**src/rtl/reg_hex_overlay_if.sv**
```systemverilog
// Character-ROM port of the register hex overlay: the overlay issues the
// address and the ROM returns one glyph row a clock later.
interface reg_hex_overlay_if;
    logic [10:0] rom_addr;
    logic [7:0]  rom_data;

    modport master (output rom_addr, input rom_data);
    modport slave  (input rom_addr, output rom_data);
endinterface

```
**src/rtl/reg_hex_overlay.sv**
```systemverilog
// VGA text overlay that shows a bank of registers as "Rn=hex" rows, with
// per-frame snapshots, a freeze control and timed change highlighting.
module reg_hex_overlay #(
    parameter int          NUM_REGS    = 8,
    parameter int          REG_WIDTH   = 8,
    parameter int          ORIGIN_X    = 192,
    parameter int          ORIGIN_Y    = 208,
    parameter logic [11:0] FG_RGB      = 12'h00F,
    parameter logic [11:0] HL_RGB      = 12'hF00,
    parameter logic [11:0] BG_RGB      = 12'hFFF,
    parameter int          HOLD_FRAMES = 60
) (
    input  logic                          clkvga,
    input  logic                          rst,
    input  logic                          video_on,
    input  logic [9:0]                    x,
    input  logic [9:0]                    y,
    input  logic [NUM_REGS*REG_WIDTH-1:0] reg_flat,
    input  logic                          freeze,
    reg_hex_overlay_if.master             rom_if,
    output logic [11:0]                   rgb
);
    localparam int          HEX_DIGITS = (REG_WIDTH + 3) / 4;
    localparam int          NUM_COLS   = 3 + HEX_DIGITS;
    localparam int          PAD_W      = 4 * HEX_DIGITS;
    localparam logic [10:0] BLK_W      = 11'(8 * NUM_COLS);
    localparam logic [10:0] BLK_H      = 11'(16 * NUM_REGS);

    function automatic logic [6:0] hex_ascii(input logic [3:0] d);
        return (d < 4'd10) ? (7'h30 + {3'b000, d}) : (7'h37 + {3'b000, d});
    endfunction

    logic [REG_WIDTH-1:0] r_snap   [NUM_REGS];
    logic [7:0]           r_hl_cnt [NUM_REGS];
    logic                 r_origin_d;
    logic                 r_frame_start;
    logic [2:0]           r_px0, r_px1;
    logic                 r_in0, r_in1;
    logic                 r_hl0, r_hl1;
    logic                 r_von0, r_von1;

    logic [10:0]          w_dx, w_dy;
    logic [7:0]           w_col;
    logic [6:0]           w_row;
    logic [3:0]           w_grow;
    logic                 w_in_block;
    logic                 w_origin;
    logic [PAD_W-1:0]     w_sel;
    logic                 w_hl_nz;
    logic [3:0]           w_digit;
    logic [6:0]           w_ascii;
    logic                 w_hl;

    // Coordinates left of / above the origin wrap to large values and fall out of the block.
    assign w_dx       = {1'b0, x} - 11'(ORIGIN_X);
    assign w_dy       = {1'b0, y} - 11'(ORIGIN_Y);
    assign w_col      = w_dx[10:3];
    assign w_row      = w_dy[10:4];
    assign w_grow     = w_dy[3:0];
    assign w_in_block = (w_dx < BLK_W) && (w_dy < BLK_H);
    assign w_origin   = (x == 10'd0) && (y == 10'd0);

    always_comb begin
        w_sel   = '0;
        w_hl_nz = 1'b0;
        for (int i = 0; i < NUM_REGS; i++) begin
            if (w_row == 7'(i)) begin
                w_sel   = PAD_W'(r_snap[i]);
                w_hl_nz = (r_hl_cnt[i] != 8'd0);
            end
        end
    end

    always_comb begin
        w_digit = 4'h0;
        for (int k = 0; k < HEX_DIGITS; k++) begin
            if (w_col == 8'(3 + k)) begin
                w_digit = w_sel[4*(HEX_DIGITS-1-k) +: 4];
            end
        end
    end

    always_comb begin
        w_ascii = 7'h00;
        if (w_in_block) begin
            case (w_col)
                8'd0:    w_ascii = 7'h52;
                8'd1:    w_ascii = hex_ascii(w_row[3:0]);
                8'd2:    w_ascii = 7'h3D;
                default: w_ascii = hex_ascii(w_digit);
            endcase
        end
    end

    // Label columns never take the highlight colour.
    assign w_hl = w_in_block && (w_col >= 8'd3) && w_hl_nz;

    always_ff @(posedge clkvga or negedge rst) begin
        if (!rst) begin
            rom_if.rom_addr <= 11'd0;
            r_px0  <= 3'd0;
            r_px1  <= 3'd0;
            r_in0  <= 1'b0;
            r_in1  <= 1'b0;
            r_hl0  <= 1'b0;
            r_hl1  <= 1'b0;
            r_von0 <= 1'b0;
            r_von1 <= 1'b0;
            rgb    <= 12'h000;
        end else begin
            rom_if.rom_addr <= {w_ascii, w_grow};
            r_px0  <= w_dx[2:0];
            r_in0  <= w_in_block;
            r_hl0  <= w_hl;
            r_von0 <= video_on;
            r_px1  <= r_px0;
            r_in1  <= r_in0;
            r_hl1  <= r_hl0;
            r_von1 <= r_von0;
            if (!r_von1) begin
                rgb <= 12'h000;
            end else if (!r_in1) begin
                rgb <= BG_RGB;
            end else if (rom_if.rom_data[3'd7 - r_px1]) begin
                rgb <= r_hl1 ? HL_RGB : FG_RGB;
            end else begin
                rgb <= BG_RGB;
            end
        end
    end

    // Snapshots change only on the clock after the (0,0) pulse, which is outside the block.
    always_ff @(posedge clkvga or negedge rst) begin
        if (!rst) begin
            r_origin_d    <= 1'b0;
            r_frame_start <= 1'b0;
            for (int i = 0; i < NUM_REGS; i++) begin
                r_snap[i]   <= '0;
                r_hl_cnt[i] <= 8'd0;
            end
        end else begin
            r_origin_d    <= w_origin;
            r_frame_start <= w_origin && !r_origin_d;
            if (r_frame_start) begin
                for (int i = 0; i < NUM_REGS; i++) begin
                    if (!freeze && (reg_flat[i*REG_WIDTH +: REG_WIDTH] != r_snap[i])) begin
                        r_snap[i]   <= reg_flat[i*REG_WIDTH +: REG_WIDTH];
                        r_hl_cnt[i] <= 8'(HOLD_FRAMES);
                    end else if (r_hl_cnt[i] != 8'd0) begin
                        r_hl_cnt[i] <= r_hl_cnt[i] - 8'd1;
                    end
                end
            end
        end
    end
endmodule

```
**src/flat_wrapper.sv**
```systemverilog
// flat-port wrapper written by rule: the top's interface ports become plain ports
module reg_hex_overlay_flat 
#(
    parameter int          NUM_REGS    = 8,
    parameter int          REG_WIDTH   = 8,
    parameter int          ORIGIN_X    = 192,
    parameter int          ORIGIN_Y    = 208,
    parameter logic [11:0] FG_RGB      = 12'h00F,
    parameter logic [11:0] HL_RGB      = 12'hF00,
    parameter logic [11:0] BG_RGB      = 12'hFFF,
    parameter int          HOLD_FRAMES = 60
)
  (clkvga, rst, video_on, x, y, reg_flat, freeze, rgb, rom_if_rom_addr, rom_if_rom_data);
  reg_hex_overlay_if rom_if_i ();
  input  logic clkvga;
  input  logic rst;
  input  logic video_on;
  input  logic [9:0] x;
  input  logic [9:0] y;
  input  logic [NUM_REGS*REG_WIDTH-1:0] reg_flat;
  input  logic freeze;
  output logic [11:0] rgb;
  output wire logic [$bits(rom_if_i.rom_addr)-1:0] rom_if_rom_addr;
  input wire logic [$bits(rom_if_i.rom_data)-1:0] rom_if_rom_data;
  assign rom_if_rom_addr = rom_if_i.rom_addr;
  assign rom_if_i.rom_data = rom_if_rom_data;
  reg_hex_overlay #(.NUM_REGS(NUM_REGS), .REG_WIDTH(REG_WIDTH), .ORIGIN_X(ORIGIN_X), .ORIGIN_Y(ORIGIN_Y), .FG_RGB(FG_RGB), .HL_RGB(HL_RGB), .BG_RGB(BG_RGB), .HOLD_FRAMES(HOLD_FRAMES)) u_core (.clkvga(clkvga), .rst(rst), .video_on(video_on), .x(x), .y(y), .reg_flat(reg_flat), .freeze(freeze), .rom_if(rom_if_i), .rgb(rgb));
endmodule
```
**config.mk**
```make
export PLATFORM = sky130hd
export DESIGN_NAME = reg_hex_overlay_flat
export DESIGN_NICKNAME = d
export VERILOG_FILES = /design/src/rtl/reg_hex_overlay_if.sv /design/src/rtl/reg_hex_overlay.sv /design/src/flat_wrapper.sv
export SDC_FILE = /design/constraint.sdc
export NUM_CORES = 1
export LEC_CHECK = 0
export ABC_AREA = 0
export CORE_UTILIZATION = 50
export DETAILED_ROUTE_END_ITERATION = 8
export PLACE_DENSITY = 0.74
export RECOVER_POWER = 50
export SLEW_MARGIN = 20
export SYNTH_ARGS = -nofsm -noshare
export SYNTH_HDL_FRONTEND = slang
export SYNTH_SLANG_ARGS = --single-unit
```
**constraint.sdc**
```tcl
create_clock -name clkvga -period 3.82 [get_ports clkvga]
set_clock_uncertainty 0.2 [all_clocks]
set_input_delay 0.764 -clock clkvga [delete_from_list [all_inputs] [get_ports clkvga]]
set_output_delay 0.764 -clock clkvga [all_outputs]
set_load 0.1 [all_outputs]
```
==> reports/qor.txt, run 1 <==
sequential-to-total area share from yosys stat: 45.57%
Clk pin slew, worst setup/hold paths: 0.06 ns
final worst path period share: 96.47%
final core utilization: 66.14%
Num CTS Buffers: 17
Layout Nets: 1,151
crit-path max FO: 3
total core area: 16,640 um^2
H-tree depth: 4
Starting Density: 51.48%
DRC Markers: 0
vias in the first global route: 6,872
global-route wire length before repair: 34,650 um
DRT iter0 DRCs: 399
# setup viols final: 0
Synth Register Bits: 156
Post-Syn Area: 8567 um^2
grt ovf: 0
Cell variety after synth: 71
# diodes: 0
Synth Flop Type: dfrtp_1
RePlAce Congestion: 0.9430
Synth Warn #: 0
EDFF count, synth: 0
crit path kind: input port to register
Mapped Cells: 861
status: finished with violations
layout cells sized above 1: 15.95%
worst setup path start: y[5]
total setup buffers inserted after CTS: 0
Total Power: 4079 uW
CTS tree: done
fin crit period: 3.685 ns
PwrDens: 370.6 nW/um^2
Commonest cells post-synth: dfrtp_1, nand2_1, xnor2_1
synthesis-to-layout area growth: 28.48%
VDD IR max: 0.3168 mV
Vias: 6,933
Routed Antenna Nets: 0
root buffer cell: clkbuf_16
Pleak: 0.004792 uW
worst hold margin: 0.1448 ns
Max Freq: 0.2714 GHz
syn avg cell area: 9.950 um^2
failing checks: max-capacitance violations, max-slew violations
HPWL after DPL: 16,020 um
type of origin of the critical path: input port
Chip Width: 132.9 um
Slew HR: -90.72%
clk sinks: 156
row cnt: 47
Yosys top cell area share: 45.57%
DRT Pass-1 Iters: 5
most frequent cell after synthesis: dfrtp_1
Worst EP arrival: 3.77 ns
Layout fillers: 1,341
Synth area leaders: dfrtp_1, mux2_2, xnor2_1
die area: 17,660 um^2
Port Buffers: 118
reg2reg start: u_core.r_hl_cnt[60]
routed length per instance: 17.04 um
initial antenna violation count: 0
worst hold path type: register to register
Critical Path RT: 3.91 ns
MaxCap Viol Count: 1
HP Start: u_core.r_px0[0]
async set-reset flop share out of synthesis: 100.0%
gr usage total: 25.50%
drt total wl: 21,490 um
IO Count: 119
largest net degree at the start of global routing: 70
Syn Nets: 984
Die Y: 132.9 um
worst slew pin tran: 2.861 ns
Max Buffers Root-to-Sink: 2
Avg Vias per Cell: 5.498
Clock Latency Late Sink: 0.43 ns
endpoint type of the worst setup path: register
final hold vios: 0
RSZ-0062 raised after global routing: no
Synth area leader: dfrtp_1
final slew viol count: 54
Worst R2R Setup Slack: 0.81 ns
==> what timing repair did <==
item	in CTS	in global routing
resized for setup	0	3
setup endpoints to repair	0	5
hold buffers	0	0
==> cell type report <==
cell class	instances	area, um^2	share of cell area [%]
flip-flops and latches	156	3904	35.47
inverters	34	127.6	1.159
repair buffers	183	1675	15.22
clock buffers	22	464.2	4.217
multi-input cells	636	4373	39.73
well taps	220	275.3	2.501
clock inverters	10	187.7	1.705
==> sequential cells by signal, summed over array words and instances (netlist names) <==
name and count:
u_core.r_snap 64, u_core.r_hl_cnt 64, u_core.r_von0 1, u_core.r_in0 1, u_core.r_frame_start 1, u_core.r_hl0 1, u_core.r_origin_d 1, u_core.rom_if.rom_addr 11
u_core.r_px1 3, u_core.r_von1 1, u_core.r_in1 1, u_core.rgb 3, u_core.r_hl1 1, u_core.r_px0 3
==> worst max-delay path, stage by stage <==
cell and delay [ns]:
clkdlybuf4s50_1 0.48, inv_1 0.07, ha_1 0.22, nand2b_4 0.16, or4b_4 0.48, a31o_1 0.22
o32a_1 0.37, o32ai_4 0.35, inv_2 0.07, ha_1 0.22, nand2_1 0.08, mux2i_1 0.21
a221oi_2 0.07
==> power by group <==
part | switching (uW) | total [uW] | internal, uW
clock network | 665 | 1860 | 1200
registers | 31.5 | 1720 | 1680
logic | 272 | 503 | 230
==> cell families after synthesis <==
| family | after synthesis | synth area share [%] |
|---|---|---|
| simple gates | 315 | 18.18 |
| flops | 156 | 45.57 |
| compound gates | 140 | 11.33 |
| xor+xnor | 102 | 10.43 |
| buf+inv | 69 | 3.476 |
| mux | 52 | 7.069 |
| fa+ha+maj | 27 | 3.943 |
==> metal layers <==
metal	global-route usage, %	up-vias	share of wire, %	routed length (um)
met3	4.943	34	5.0	1065
met5	0	-	0	0
met1	33.19	3357	45	9566
met4	9.195	0	2.4	510
met2	42.29	178	48	10350
li1	-	3364	-	-
==> per-stage QoR <==
stage                     cells  setup WS [ns]  TNS (ns)  cell area, um^2
after global routing       1261        0.02285         0            11010
after global placement     1229        -0.2567    -1.294            10350
final                      1261         0.1348         0            11010
after floorplan             861         0.2858         0             8567
after CTS                  1261        0.09089         0            11010
after detailed placement   1229        -0.3319    -1.797            10350
==> final timing paths <==
kind	cells past startpoint	endpoint
max	13	u_core.rom_if.rom_addr[6]
min in group asynchronous	1	u_core.r_in1
min reg2reg	0	u_core.r_px1[0]
max in group asynchronous	2	u_core.r_hl_cnt[11]
min	0	u_core.r_px1[0]
max reg2reg	6	u_core.r_hl0
==> placed cells by master, fill, tap and decap left out, drive strengths merged, types with 27 or more instances in the layout <==
cell type / instances
nand2: 122
buf: 65
nor4: 34
inv: 32
xor2: 46
o21ai: 49
nor2: 47
xnor2: 56
dfrtp: 156
ha: 27
clkdlybuf4s50: 109
mux2: 48
Note: power is estimated with default switching activity, not from simulation.
==> run 2, diff against run 1 <==
--- a/config.mk
+++ b/config.mk
@@ -6,9 +6,9 @@
 export NUM_CORES = 1
 export LEC_CHECK = 0
 export ABC_AREA = 0
-export CORE_UTILIZATION = 50
+export CORE_UTILIZATION = 60
 export DETAILED_ROUTE_END_ITERATION = 8
-export PLACE_DENSITY = 0.74
+export PLACE_DENSITY = 0.86
 export RECOVER_POWER = 50
 export SLEW_MARGIN = 20
 export SYNTH_ARGS = -nofsm -noshare
==> run 2 against run 1 <==
  * The run still ends with max-capacitance violations, max-slew violations left
  * Utilization increased by 13 points
  * Clock power about the same
  * Cell area increased by 0.39%
  * Global-route usage increased by 6.8 points
  * Combinational power increased by 3%
  * Sequential power about the same
  * First-iteration DRC count increased by 27%
  * Count of clock-buffer cells in the layout decreased by 1
  * Sequential cell count unchanged
==> reports/qor.txt, run 2 (synthesized netlist as in run 1, its figures left out) <==
status: finished with violations (unchanged)
failing checks: max-capacitance violations, max-slew violations (unchanged)
CTS tree: done (unchanged)
fin crit period: 3.650 ns (was 3.685 ns)
switch share: 24.02% (was 23.75%)
total core area: 13,880 um^2 (was 16,640 um^2)
H-tree depth: 4 (unchanged)
most frequent cells in the layout: dfrtp_1, nand2_1, clkdlybuf4s50_1, buf_4, xnor2_1 (unchanged)
crit-path max FO: 4 (was 3)
reg2reg start: u_core.r_frame_start (was u_core.r_hl_cnt[60])
DRT Pass-1 Iters: 7 (was 5)
most common cell after layout, fill and taps aside: dfrtp_1 (unchanged)
type of origin of the critical path: input port (unchanged)
crit path kind: input port to register (unchanged)
CP endpoint: u_core.rom_if.rom_addr[6] (unchanged)
clk sinks: 156 (unchanged)
worst setup path start: y[5] (unchanged)
worst hold path type: register to register (unchanged)
Starting Density: 61.72% (was 51.48%)
Worst EP arrival: 3.73 ns (was 3.77 ns)
Pleak: 0.004864 uW (was 0.004792 uW)
synthesis-to-layout area growth: 28.98% (was 28.48%)
largest net degree at the start of global routing: 69 (was 70)
drt total wl: 22,790 um (was 21,490 um)
final slew viol count: 69 (was 54)
Port Buffers: 118 (unchanged)
Max Freq: 0.2740 GHz (was 0.2714 GHz)
Final Non-Filler Cells: 1,237 (was 1,261)
Largest regs: u_core.r_hl_cnt (64), u_core.r_snap (64), u_core.rom_if.rom_addr (11) (unchanged)
RePlAce Congestion: 0.9862 (was 0.9430)
Layout Nets: 1,167 (was 1,151)
Placed Instances: 1,205 (was 1,229)
RSZ-0062 raised after global routing: no (unchanged)
Critical Path RT: 3.90 ns (was 3.91 ns)
P_sw: 979.1 uW (was 968.8 uW)
routed length per instance: 18.42 um (was 17.04 um)
Die Y: 121.5 um (was 132.9 um)
combinational power share: 12.7% (was 12.3%)
final hold vios: 0 (unchanged)
post-place setup slack: -0.2941 ns (was -0.3319 ns)
Worst R2R Setup Slack: 0.77 ns (was 0.81 ns)
HPWL after DPL: 16,760 um (was 16,020 um)
DRT iter0 DRCs: 506 (was 399)
grt ovf: 0 (unchanged)
Clock Latency Late Sink: 0.43 ns (about the same)
# setup viols final: 0 (unchanged)
IO Count: 119 (unchanged)
reg2reg end: u_core.r_hl_cnt[55] (was u_core.r_hl0)
global-route wire length before repair: 36,080 um (was 34,650 um)
endpoint type of the worst setup path: register (unchanged)
VDD IR max: 0.4013 mV (was 0.3168 mV)
Max Buffers Root-to-Sink: 2 (unchanged)
# diodes: 0 (unchanged)
Total Power: 4077 uW (was 4079 uW)
Slew HR: -13.36% (was -90.72%)
clock power share: 45.2% (was 45.6%)
Routed Antenna Nets: 0 (unchanged)
r2r worst-path depth: 9 (was 6)
Internal: 3098 uW (was 3111 uW)
Seq pwr share: 42.1% (about the same)
MaxCap Viol Count: 1 (unchanged)
final worst path period share: 95.54% (was 96.47%)
DRC Markers: 0 (unchanged)
layout cells sized above 1: 17.31% (was 15.95%)
Vias: 7,232 (was 6,933)
PwrDens: 368.9 nW/um^2 (was 370.6 nW/um^2)
final core utilization: 79.60% (was 66.14%)
total setup buffers inserted after CTS: 0 (unchanged)
initial antenna violation count: 0 (unchanged)
Clk pin slew, worst setup/hold paths: 0.06 ns (about the same)
worst hold margin: 0.1455 ns (was 0.1448 ns)
final worst setup slack: 0.1704 ns (was 0.1348 ns)
post-cts hold buffer count: 0 (unchanged)
die area: 14,760 um^2 (was 17,660 um^2)
Avg Vias per Cell: 5.846 (was 5.498)
row cnt: 43 (was 47)
worst slew pin tran: 1.700 ns (was 2.861 ns)
Num CTS Buffers: 17 (unchanged)
Chip Width: 121.5 um (was 132.9 um)
gr usage total: 32.29% (was 25.50%)
root buffer cell: clkbuf_16 (unchanged)
vias in the first global route: 7,152 (was 6,872)
[run 2: cell count changes in the layout (fill, tap and decap cells not counted), sizes merged]
cell / delta
clkbuf: +1
buf: +14
inv: +1
clkinvlp: -1
clkinv: +1
[run 2: layer usage]
metal	global-route usage, %	part of all wire [%]
met1	41.35	41
met2	55.29	51
met3	5.216	5.4
met4	11.11	2.2
met5	0	0
[run 2: what timing repair did]
item | 4_1_cts | 5_1_grt
hold endpoints to repair | 0 | 0
endpoints found under the setup margin | 0 | 3
resized for setup | 0 | 3
[run 2: stage by stage]
stage / setup TNS [ns] / area, um^2
final: 0 / 11050
after global routing: 0 / 11050
after CTS: 0 / 11070
after detailed placement: -1.437 / 10430
after global placement: -1.078 / 10430
after floorplan: 0 / 8567
[run 2: cell type report]
cell class	count	area [um^2]
clock buffers	21	450.4
well taps	180	225.2
inverters	34	127.6
flip-flops and latches	156	3904
repair buffers	199	1779
fillers	842	2831
clock inverters	11	190.2
multi-input cells	636	4373
[run 2: worst min-delay path by stage]
stage                         start         endpoint  cells after the start
floorplan              u_core.r_hl0     u_core.r_hl1                      0
detailed placement     u_core.r_hl0     u_core.r_hl1                      0
global placement      u_core.r_von0    u_core.r_von1                      0
global route        u_core.r_px0[1]  u_core.r_px1[1]                      0
CTS                             rst    u_core.r_von0                      1
finish                 u_core.r_hl0     u_core.r_hl1                      0
[run 2: power groups by stage]
stage	combinational [uW]	clock, uW	sequential, uW
after floorplan	219	0	1770
after global placement	506	0	1740
after detailed placement	512	0	1750
after CTS	518	1860	1720
after global routing	552	1930	1720
final	516	1840	1720
[run 2: critical path: stages]
cell and delay, ns:
clkdlybuf4s50_1 0.46, inv_2 0.09, buf_4 0.10, ha_1 0.19
a21oi_4 0.09, or4b_4 0.52, a31o_1 0.20, o32a_1 0.38
o32ai_4 0.29, inv_2 0.07, ha_1 0.21, nand2_1 0.07
mux2i_1 0.22, a221oi_2 0.07
